### config.mk
export PLATFORM = sky130hd
export DESIGN_NAME = axi_lite_cmd_master
export DESIGN_NICKNAME = d
export VERILOG_FILES = /design/src/rtl/axi_lite_cmd_master.sv
export SDC_FILE = /design/constraint.sdc
export NUM_CORES = 1
export LEC_CHECK = 0
export BUFFER_PORTS_ARGS = -buffer_cell sky130_fd_sc_hd__buf_2
export CAP_MARGIN = 0
export CORE_ASPECT_RATIO = 1.75
export CORE_MARGIN = 2
export CORE_UTILIZATION = 25
export DETAILED_ROUTE_END_ITERATION = 12
export SLEW_MARGIN = 20
export SYNTH_ARGS = -nofsm -noshare
export SYNTH_HDL_FRONTEND = slang
export SYNTH_SLANG_ARGS = --single-unit
export TNS_END_PERCENT = 10
### constraint.sdc
create_clock -name axi_aclk -period 3.75 [get_ports axi_aclk]
set_input_delay 0.75 -clock axi_aclk [delete_from_list [all_inputs] [get_ports axi_aclk]]
set_output_delay 0.75 -clock axi_aclk [all_outputs]
set_load 0.01 [all_outputs]
### src/rtl/axi_lite_cmd_master.sv
// AXI4-Lite command master: buffers write/read/read-compare commands and
// returns one response per command with compare-mismatch and timeout flags.
module axi_lite_cmd_master #(
    parameter int ADDR_W  = 16,
    parameter int DATA_W  = 32,
    parameter int DEPTH   = 4,
    parameter int TIMEOUT = 1024
) (
    input  logic                  axi_aclk,
    input  logic                  axi_areset,
    input  logic                  cmd_valid,
    output logic                  cmd_ready,
    input  logic [1:0]            cmd_op,
    input  logic [ADDR_W-1:0]     cmd_addr,
    input  logic [DATA_W-1:0]     cmd_data,
    input  logic [DATA_W/8-1:0]   cmd_strb,
    output logic                  rsp_valid,
    input  logic                  rsp_ready,
    output logic [DATA_W-1:0]     rsp_data,
    output logic [1:0]            rsp_resp,
    output logic [1:0]            rsp_flags,
    output logic [ADDR_W-1:0]     m_axi_awaddr,
    output logic                  m_axi_awvalid,
    input  logic                  m_axi_awready,
    output logic [DATA_W-1:0]     m_axi_wdata,
    output logic [DATA_W/8-1:0]   m_axi_wstrb,
    output logic                  m_axi_wvalid,
    input  logic                  m_axi_wready,
    input  logic [1:0]            m_axi_bresp,
    input  logic                  m_axi_bvalid,
    output logic                  m_axi_bready,
    output logic [ADDR_W-1:0]     m_axi_araddr,
    output logic                  m_axi_arvalid,
    input  logic                  m_axi_arready,
    input  logic [DATA_W-1:0]     m_axi_rdata,
    input  logic [1:0]            m_axi_rresp,
    input  logic                  m_axi_rvalid,
    output logic                  m_axi_rready,
    output logic [15:0]           err_count
);
    // state | meaning
    // IDLE  | waiting for a buffered command
    // WADDR | AW and W channels offered, each retires on its own handshake
    // WRESP | waiting for B
    // RADDR | AR offered
    // RDATA | waiting for R
    // RSP   | response held until rsp_ready
    localparam int STRB_W = DATA_W / 8;
    localparam int PTR_W  = $clog2(DEPTH);
    localparam int ENT_W  = 2 + ADDR_W + DATA_W + STRB_W;
    localparam int TO_W   = $clog2(TIMEOUT + 2);

    typedef enum logic [2:0] {IDLE, WADDR, WRESP, RADDR, RDATA, RSP} state_t;
    state_t state, state_nxt;

    logic [ENT_W-1:0]  fifo_mem [DEPTH];
    logic [PTR_W:0]    wr_ptr, rd_ptr;
    logic              full, empty, push, pop;
    logic [1:0]        head_op;
    logic [ADDR_W-1:0] head_addr;
    logic [DATA_W-1:0] head_data;
    logic [STRB_W-1:0] head_strb;

    logic [1:0]        op_q;
    logic [ADDR_W-1:0] addr_q;
    logic [DATA_W-1:0] data_q;
    logic [STRB_W-1:0] strb_q;
    logic              aw_done, w_done;
    logic [DATA_W-1:0] rdata_q;
    logic [1:0]        resp_q;
    logic              mismatch_q, to_flag;
    logic [TO_W-1:0]   to_cnt;
    logic [DATA_W-1:0] cmp_mask;
    logic              busy, rsp_hs;

    assign full  = (wr_ptr[PTR_W] != rd_ptr[PTR_W]) &&
                   (wr_ptr[PTR_W-1:0] == rd_ptr[PTR_W-1:0]);
    assign empty = (wr_ptr == rd_ptr);
    assign cmd_ready = !full && !axi_areset;
    assign push  = cmd_valid && cmd_ready;
    assign pop   = (state == IDLE) && !empty;
    assign {head_op, head_addr, head_data, head_strb} = fifo_mem[rd_ptr[PTR_W-1:0]];

    always_ff @(posedge axi_aclk) begin
        if (push) fifo_mem[wr_ptr[PTR_W-1:0]] <= {cmd_op, cmd_addr, cmd_data, cmd_strb};
    end

    always_ff @(posedge axi_aclk) begin
        if (axi_areset) begin
            wr_ptr <= '0;
            rd_ptr <= '0;
        end else begin
            if (push) wr_ptr <= wr_ptr + 1'b1;
            if (pop)  rd_ptr <= rd_ptr + 1'b1;
        end
    end

    always_ff @(posedge axi_aclk) begin
        if (axi_areset) state <= IDLE;
        else            state <= state_nxt;
    end

    always_comb begin
        state_nxt = state;
        case (state)
            IDLE:  if (!empty) state_nxt = (head_op == 2'b00) ? WADDR : RADDR;
            WADDR: if ((aw_done || m_axi_awready) && (w_done || m_axi_wready)) state_nxt = WRESP;
            WRESP: if (m_axi_bvalid) state_nxt = RSP;
            RADDR: if (m_axi_arready) state_nxt = RDATA;
            RDATA: if (m_axi_rvalid) state_nxt = RSP;
            RSP:   if (rsp_ready) state_nxt = IDLE;
            default: state_nxt = IDLE;
        endcase
    end

    always_comb begin
        m_axi_awvalid = 1'b0;
        m_axi_wvalid  = 1'b0;
        m_axi_bready  = 1'b0;
        m_axi_arvalid = 1'b0;
        m_axi_rready  = 1'b0;
        rsp_valid     = 1'b0;
        busy          = 1'b0;
        case (state)
            WADDR: begin
                m_axi_awvalid = !aw_done;
                m_axi_wvalid  = !w_done;
                busy          = 1'b1;
            end
            WRESP: begin m_axi_bready  = 1'b1; busy = 1'b1; end
            RADDR: begin m_axi_arvalid = 1'b1; busy = 1'b1; end
            RDATA: begin m_axi_rready  = 1'b1; busy = 1'b1; end
            RSP:   rsp_valid = 1'b1;
            default: ;
        endcase
    end

    assign m_axi_awaddr = addr_q;
    assign m_axi_araddr = addr_q;
    assign m_axi_wdata  = data_q;
    assign m_axi_wstrb  = strb_q;
    assign rsp_data     = rdata_q;
    assign rsp_resp     = resp_q;
    assign rsp_flags    = {to_flag, mismatch_q};
    assign rsp_hs       = rsp_valid && rsp_ready;

    always_comb begin
        cmp_mask = '0;
        for (int i = 0; i < STRB_W; i++) cmp_mask[8*i +: 8] = {8{strb_q[i]}};
    end

    always_ff @(posedge axi_aclk) begin
        if (axi_areset) begin
            op_q       <= '0;
            addr_q     <= '0;
            data_q     <= '0;
            strb_q     <= '0;
            aw_done    <= 1'b0;
            w_done     <= 1'b0;
            rdata_q    <= '0;
            resp_q     <= '0;
            mismatch_q <= 1'b0;
        end else begin
            if (pop) begin
                op_q    <= head_op;
                addr_q  <= head_addr;
                data_q  <= head_data;
                strb_q  <= head_strb;
                aw_done <= 1'b0;
                w_done  <= 1'b0;
            end
            if (m_axi_awvalid && m_axi_awready) aw_done <= 1'b1;
            if (m_axi_wvalid && m_axi_wready)   w_done  <= 1'b1;
            if (m_axi_bready && m_axi_bvalid) begin
                rdata_q    <= '0;
                resp_q     <= m_axi_bresp;
                mismatch_q <= 1'b0;
            end
            if (m_axi_rready && m_axi_rvalid) begin
                rdata_q    <= m_axi_rdata;
                resp_q     <= m_axi_rresp;
                mismatch_q <= (op_q == 2'b10) && |((m_axi_rdata ^ data_q) & cmp_mask);
            end
        end
    end

    // Terminal count of zero is never loaded as "expired", so TIMEOUT=0 never flags.
    always_ff @(posedge axi_aclk) begin
        if (axi_areset) begin
            to_cnt  <= '0;
            to_flag <= 1'b0;
        end else if (pop) begin
            to_cnt  <= TO_W'(TIMEOUT);
            to_flag <= 1'b0;
        end else if (busy && to_cnt != '0) begin
            to_cnt <= to_cnt - TO_W'(1);
            if (to_cnt == TO_W'(1)) to_flag <= 1'b1;
        end
    end

    always_ff @(posedge axi_aclk) begin
        if (axi_areset) begin
            err_count <= '0;
        end else if (rsp_hs && (resp_q != 2'b00 || mismatch_q || to_flag) &&
                     err_count != 16'hFFFF) begin
            err_count <= err_count + 16'd1;
        end
    end
endmodule

**Word level (Yosys, flattened, before mapping)**

Memory sizes are Yosys's and may differ from the RTL's. A register that Yosys moved wholly into a read port is not among the register bits.
Index checks and enable logic that the tools add are counted.

- Bits in registers: 128
- RAM bits: 216
- Input port bits: 99
- Output and inout port bits: 127
- Logic and storage cells: 106
- Memories: 1

- $add $sub $neg: 4
- Equality and inequality tests: 17
- Muxes and demuxes: 30
- Bitwise gates (word level): 2
- Reduce and logical (&&, ||, !) cells: 36

Memories:

| memory | depth | bits a word | rd ports | clocked after Yosys merged registers in | wr ports | line | text |
|---|---|---|---|---|---|---|---|
| fifo_mem | 4 | 54 | 1 | 1 | 1 | 56 | `logic [ENT_W-1:0] fifo_mem [DEPTH];` |

Operators with widths:

| kind | count |
|---|---|
| $mux W32 | 2 |
| $and A32 B32 Y32 | 1 |
| $reduce_or A32 Y1 | 1 |
| $xor A32 B32 Y32 | 1 |
| $mux W11 | 2 |
| $mux W3 | 6 |
| $pmux W3 S6 | 1 |
| $add A16 B1 Y16 const B | 1 |
| $ne A16 B16 Y1 const B | 1 |
| $logic_and A1 B1 Y1 | 14 |
| $mux W1 | 14 |
| $ne A2 B2 Y1 const B | 6 |
| $eq A11 B1 Y1 const B | 1 |
| $reduce_bool A11 Y1 | 1 |
| $sub A11 B1 Y11 const B | 1 |
| $mux W2 | 5 |
| $reduce_bool A2 Y1 | 5 |
| $add A3 B1 Y3 const B | 2 |
| $eq A3 B2 Y1 const B | 2 |
| $eq A3 B3 Y1 const B | 2 |
| $reduce_and A6 Y1 | 1 |
| $logic_not A1 Y1 | 5 |
| $logic_or A1 B1 Y1 | 4 |
| $reduce_or A4 Y1 | 1 |
| other kinds (9) | 9 |

**Logic depth before layout (Yosys ltp)**

Gate-level depths: netlist of run 1.

- Depth after elaboration: 7
- Mapped depth: 8
- Mapped depth without buffers: 6

**Least setup slack after synthesis of run 1**

Ideal clock, no wire load.

- Kind: in2reg
- Start: in cmd_valid
- End: mem fifo_mem[3][0] (netlist bit), enable pin
- Library setup time: 419 ps
- Arrival: 2560 ps
- Data required time: 3331 ps
- Slack: 771 ps
- Cell stages on the path: 3
- Path buffers: 0
- Cells stage by stage: inv_1 -> a311oi_2 -> and2_1

- Longest elaborated chain between the ends: 3

RTL lines:

| what | line | text |
|---|---|---|
| start: declaration | 11 | `input logic cmd_valid,` |
| $logic_and A1 B1 Y1 | 80 | `assign push = cmd_valid && cmd_ready;` |
| $mux W1 | 85 | `if (push) fifo_mem[wr_ptr[PTR_W-1:0]] <= {cmd_op, cmd_addr, cmd_data, cmd_strb};` |
| $mux W1 (not written as such) | 85 |  |
| end: declaration | 56 |  |

Every way passes these cells.

**Worst setup path after layout of run 1**

- Start: reg state[0]
- End: out m_axi_wvalid

- Longest elaborated chain between the ends: 2

RTL lines:

| what | line | text |
|---|---|---|
| start: declaration | 54 | `state_t state, state_nxt;` |
| start signal: assignment | 100 | `else state <= state_nxt;` |
| $eq A3 B1 Y1 | 124 | `case (state)` |
| $mux W1 | 124 |  |
| end: declaration | 27 | `output logic m_axi_wvalid,` |

Every way passes these cells.

==> results_dict.tcl, run 1 <==
set metrics [dict create \
    antenna_found_initial 18 \
    dp_hpwl_um 24000 \
    grt_pass1_wl_um 50900 \
    wl_per_cell_um 18.4 \
    drv_slew 0 \
    period_share 0.748 \
    postCtsSetupRepairBufs 0 \
    async_reset_ff_frac 0 \
    maxUsedRoutingLayer "met5" \
    placedCellCount 1815 \
    worstMarginPinSlew_ps 964 \
    dpl_cell_area_mm2 0.0153 \
    io_pins 226 \
    ant_nets 0 \
    relSlewSlack 0.356 \
    final-setup-viol-count 0 \
    cp-start-kind "register" \
    path_class "reg -> out" \
    rsz0062_at_grt "false" \
    setup_tns_ps 0 \
    core.rowCount 112 \
    total_power_mw 11.4 \
    ys_dominant_reg_cell "edfxtp_1" \
    grt_use_total 0.122 \
    netlist_area_mm2 0.0134 \
    cp.arrival_ps 2050 \
    final_util 0.311 \
    via_per_inst 4.51 \
    max_cap_viol_count 0 \
    initial_core_util 0.253 \
    yosys_warnings 0 \
    gp_congestion 0.780 \
    cts-root-buf "clkbuf_16" \
    tritoncts "done" \
    skew_ps 15.9 \
    fin_crit_ps 2800 \
    wl_met1_um 13400 \
    core-area_mm2 0.0533 \
    portBuffers 225 \
    ir_drop_uv 278 \
    drt_iter0_drc 515 \
    power_leakage_nw 5.93 \
    wl_met2_um 17900 \
    nets 1276 \
    postLayoutCellArea_mm2 0.0165 \
    p_per_area_mw_per_mm2 692 \
    postCtsHoldBufs 0 \
    grt_max_degree 61 \
    instances_no_fill 1885 \
    synthCells 960 \
    clkLatencyLatePin_ps 530 \
    crit_fanout 15 \
    hold_path_class "in -> reg" \
    wirelength_um 34700 \
    grt_overflow 0 \
    die_w_um 179 \
    first_global_vias 8511 \
    setup_slack_ps 946 \
    vias 8499 \
    cts-buffers-inserted 35 \
    synth_edf_count 216 \
    dieHeight_um 311 \
    cts.clk_slew.worst_paths_ps 70 \
    ys_seq_area_frac 0.676 \
    htree_levels 2 \
    cts_sinks 346 \
    die_area_mm2 0.0557 \
    ys_ff_latch 346 \
    finalHoldViolCount 0 \
    post_cts_resized 0 \
    drc 0 \
    hold_ws_ps 430 \
    place_ws_ps 897 \
    dr.pass1.iters 6 \
    required_ps 3000 \
    outcome "completed" \
    area_growth_pct 23.0 \
    end_kind "output port" \
    max_freq_mhz 357 \
    drive_gt1_frac 0.305 \
    route.met3.wl_um 1880 \
    syn_avg_cell_area_um2 14.0 \
    yosysUniqueCellTypes 50 \
    cts_buffer_depth 3 \
    synth_fp_nets 1068 \
]
logic make-up (layout without fill, tap and decap cells):
kind of cell             count (synthesis)  in the layout  synth area share
buffers and inverters                   75            310            0.0277
AO/OA/AOI/OAI                          138            138            0.0645
flip-flops                             346            346             0.676
other                                    0              6                 0
adder cells (fa/ha/maj)                  9              9           0.00837
XOR/XNOR                                60             60            0.0391
AND/OR/NAND/NOR                        276            276            0.0925
multiplexers                            56             56            0.0920
worst max-delay path, stage by stage, from the launching register on:
cell	delay [ps]
dfxtp_1	680
inv_2	150
or3_1	420
nor2_1	120
buf_2	150
worst paths after layout:
| kind | slack (ps) | depth (start not counted) | endpoint | start |
|---|---|---|---|---|
| worst min register to register | 460 | 2 | op_q[1] | op_q[1] |
| worst max-delay path | 950 | 4 | m_axi_wvalid | state[0] |
| worst min-delay path | 430 | 1 | fifo_mem[0][25] | cmd_data[21] |
| worst max register to register | 1160 | 4 | fifo_mem[2][10] | wr_ptr[0] |
metal layers:
layer,global-route usage,vias to the layer above
met5,0,-
met3,0.0285,80
li1,-,3965
met4,0.0607,20
met2,0.214,217
met1,0.135,4217
cell type report:
class / instances / area, µm²
Fill cell: 5346 / 36700
Clock inverter: 14 / 230
Inverter: 7 / 26.3
Timing Repair Buffer: 239 / 1280
Multi-Input combinational cell: 539 / 4030
Sequential cell: 346 / 9090
Clock buffer: 50 / 1000
Tap cell: 684 / 856
Antenna cell: 6 / 15.0
registers in the layout (all words and copies together), names as in the netlist, named ones only:
signal and count:
fifo_mem 216, m_axi_wdata 32, rsp_data 32, err_count 16
m_axi_araddr 16, to_cnt 11, m_axi_wstrb 4, rd_ptr 3
state 3, wr_ptr 3, op_q 2, rsp_resp 2
aw_done 1, mismatch_q 1, to_flag 1, w_done 1
power breakdown:
part           leakage, nW  internal [mW]  switching, mW  total, mW
logic                 2.31           1.22           1.62       2.84
registers             3.02           4.42          0.449       4.87
clock network        0.598           2.24           1.49       3.73
total                 5.93           7.88           3.56       11.4
cell usage in the layout (no fill, tap or decap), types with 4 or more instances in the layout:
cell type	n
o2111ai_1	5
and2_4	4
inv_1	6
ha_1	9
bufinv_16	5
diode_2	6
xor2_1	18
and3_1	6
buf_12	4
o211ai_1	5
or3_1	5
a21oi_1	65
nand2_1	128
o21ai_1	4
xnor2_1	42
clkbuf_1	10
mux4_2	54
clkbuf_16	37
buf_2	224
o21ai_0	9
and2_1	4
dfxtp_1	128
nor3_1	10
a22oi_1	34
nor2_1	76
buf_4	11
nand4_1	14
edfxtp_1	216
nand3_1	9
synth_stat cells, types with 2 or more instances:
cell	instances	share of area
a21oi_1	65	0.024
a22oi_1	34	0.019
a311oi_1	4	0.0026
a31oi_1	2	0.00093
and2_1	8	0.0037
and3_1	6	0.0028
buf_2	16	0.0060
buf_4	19	0.011
clkbuf_1	33	0.0092
dfxtp_1	130	0.19
edfxtp_1	216	0.48
ha_1	9	0.0084
inv_1	6	0.0017
mux4_2	54	0.090
nand2_1	128	0.036
nand2b_1	3	0.0014
nand3_1	9	0.0033
nand4_1	14	0.0065
nor2_1	77	0.021
nor3_1	10	0.0037
nor3b_1	2	0.0011
nor4_1	3	0.0014
nor4_2	2	0.0019
o2111ai_1	5	0.0033
o211ai_1	5	0.0028
o21ai_0	9	0.0033
o21ai_1	5	0.0019
or2_1	2	0.00093
or3_1	5	0.0023
xnor2_1	42	0.027
xor2_1	18	0.012
Note: power is estimated with default switching activity, not from simulation.
==> run 2: changes to the inputs <==
==> constraint.sdc (replaced) <==
create_clock -name axi_aclk -period 2.44 [get_ports axi_aclk]
set_input_delay 0.488 -clock axi_aclk [delete_from_list [all_inputs] [get_ports axi_aclk]]
set_output_delay 0.488 -clock axi_aclk [all_outputs]
set_load 0.01 [all_outputs]
==> run 2 against run 1 <==
Net effect: total power rose by 50%; critical path depth decreased by 1; clock skew is 0.76 ps lower; global-route usage is 0.41 points higher; non-clock buffer count up 9; sequential share of layout area shrank 0.14 points; register-to-register slack worse by 970 ps; clock power is 39% higher; routed wire length increased by 2.2%; sequential power rose by 52%; core utilization is 0.10 points higher; cell area up 0.33%; largest cell class unchanged.
==> results_dict.tcl, run 2 (synthesis results as in run 1) <==
set metrics [dict create \
    outcome "completed" \
    worstMarginPinSlew_ps 784 \
    area_growth_pct 23.4 \
    path_delay_family "XOR/XNOR gates" \
    fillers 5359 \
    power_switching_mw 5.47 \
    cp_slowest_cell "xnor2_1" \
    max_cap_viol_count 0 \
    first_global_vias 8608 \
    grt_use_total 0.126 \
    use_met3 0.0276 \
    worstHoldStart "cmd_addr[8]" \
    final_util 0.312 \
    period_share 0.960 \
    cts_buffer_depth 3 \
    drt_iter0_drc 598 \
    layout_commonest_cell "buf_2" \
    postLayoutCellArea_mm2 0.0166 \
    cts_sinks 346 \
    core.rowCount 112 \
    p_int_mw 11.7 \
    crit_end "cmd_ready" \
    layout_common_cells "buf_2, edfxtp_1, nand2_1" \
    relSlewSlack 0.477 \
    hold_path_depth 1 \
    postCtsSetupRepairBufs 0 \
    grt_pass1_wl_um 52700 \
    antenna_found_initial 17 \
    nets 1285 \
    met2_usage 0.220 \
    crit_buf_inv 1 \
    reg2reg_depth 6 \
    wl_per_cell_um 18.7 \
    wirelength_um 35500 \
    postCtsHoldBufs 0 \
    largest_reg_flops 216 \
    grt.met1_usage 0.144 \
    critPathMaxStageDelay_ps 570 \
    switching_share 0.318 \
    drv_slew 0 \
    ant_nets 0 \
    ir_drop_uv 538 \
    crit_fanout 5 \
    dieHeight_um 311 \
    cts-buffers-inserted 35 \
    grt_overflow 0 \
    top_usage_layer "met2" \
    finalHoldViolCount 0 \
    via_per_inst 4.50 \
    io_pins 226 \
    cp_num_cells 3 \
    dpl_cell_area_mm2 0.0154 \
    end_kind "output port" \
    final-setup-viol-count 0 \
    reg2reg_setup_slack_ps 190 \
    dr.pass1.iters 5 \
    power_leakage_nw 5.94 \
    initial_core_util 0.253 \
    p_per_area_mw_per_mm2 1040 \
    p_comb_frac 0.267 \
    htree_levels 2 \
    cts.clk_slew.worst_paths_ps 60 \
    tritoncts "done" \
    die_w_um 179 \
    power.share.clock 0.302 \
    drive_gt1_frac 0.309 \
    cp-start-kind "register" \
    clkLatencyLatePin_ps 520 \
    rr_startpoint "err_count[0]" \
    required_ps 1950 \
    core-area_mm2 0.0533 \
    hold_path_class "in -> reg" \
    cp.arrival_ps 1850 \
    max_freq_mhz 427 \
    gp_congestion 0.772 \
    fin_crit_ps 2340 \
    cts-root-buf "clkbuf_16" \
    grt_max_degree 65 \
    multi_input_area_mm2 0.00405 \
    worstSetupStartpoint "wr_ptr[1]" \
    die_area_mm2 0.0557 \
    crit_chain "xnor2_1 -> a31oi_1 -> buf_2" \
    vias 8525 \
    drc 0 \
    skew_ps 15.1 \
    r2r-end "err_count[12]" \
    dp_hpwl_um 24600 \
    portBuffers 225 \
    ff_latch_area_mm2 0.00910 \
    rsz0062_at_grt "false" \
    pwr-share-seq 0.431 \
    path_class "reg -> out" \
]
==> run 2: changes by cell type in the layout (fill, tap and decap cells not counted), moves of 2 or more <==
cell,change
buf_12,+7
bufinv_16,-4
clkbuf_8,+3
clkinv_1,+3
buf_4,+2
clkbuf_16,-2
dfxtp_4,+2
diode_2,+2
==> run 2: layout make-up <==
class | instances | area share
diodes | 8 | 0.00121
inverters | 7 | 0.00158
clock inverters | 11 | 0.00678
multi-input cells | 539 | 0.244
well taps | 684 | 0.0516
repair buffers | 248 | 0.0867
flip-flops and latches | 346 | 0.548
clock buffers | 50 | 0.0598
==> run 2: what timing repair did <==
action	4_1_cts	5_1_grt
setup endpoints to repair	2	71
resized for setup	1	3
cloned	0	0
hold endpoints to repair	0	0
==> run 2: power groups by stage <==
stage	Clock, mW	Combinational, mW	Sequential, mW
2_1_floorplan	0	3.05	7.42
3_3_place_gp	0	4.65	7.53
3_5_place_dp	0	4.70	7.56
4_1_cts	5.36	4.72	7.44
5_1_grt	5.57	5.08	7.52
6_report	5.19	4.60	7.42
==> run 2: per-layer routing <==
layer | part of all wire | vias to the layer above
li1 | - | 3985
met1 | 0.39 | 4203
met2 | 0.51 | 244
met3 | 0.057 | 79
met4 | 0.043 | 14
met5 | 0.0025 | -
==> run 2: worst reg2reg max path: stages, from the launching register on <==
cell and delay (ps):
dfxtp_1 400, ha_1 220, and4_1 240, nand4_1 420, nor3_1 590, nand3_1 130
o211a_1 140
==> run 2: worst min-delay path by stage <==
stage / endpoint / slack, ps
5_1_grt: fifo_mem[2][52] / 160
3_5_place_dp: op_q[1] / 450
4_1_cts: fifo_mem[2][48] / 150
3_3_place_gp: op_q[1] / 440
6_report: fifo_mem[0][44] / 180
2_1_floorplan: op_q[1] / 430
==> run 2: per-stage QoR <==
step                      TNS [ps]  setup slack (ps)  hold slack (ps)  power, mW  std cells
after floorplan             -48940              -302              432       10.5        960
after global placement           0              85.4              445       12.2       1824
after detailed placement         0              94.0              452       12.3       1824
after CTS                        0              60.2              145       17.5       1885
after global routing             0              8.52              157       18.2       1892
final                            0              98.0              176       17.2       1893
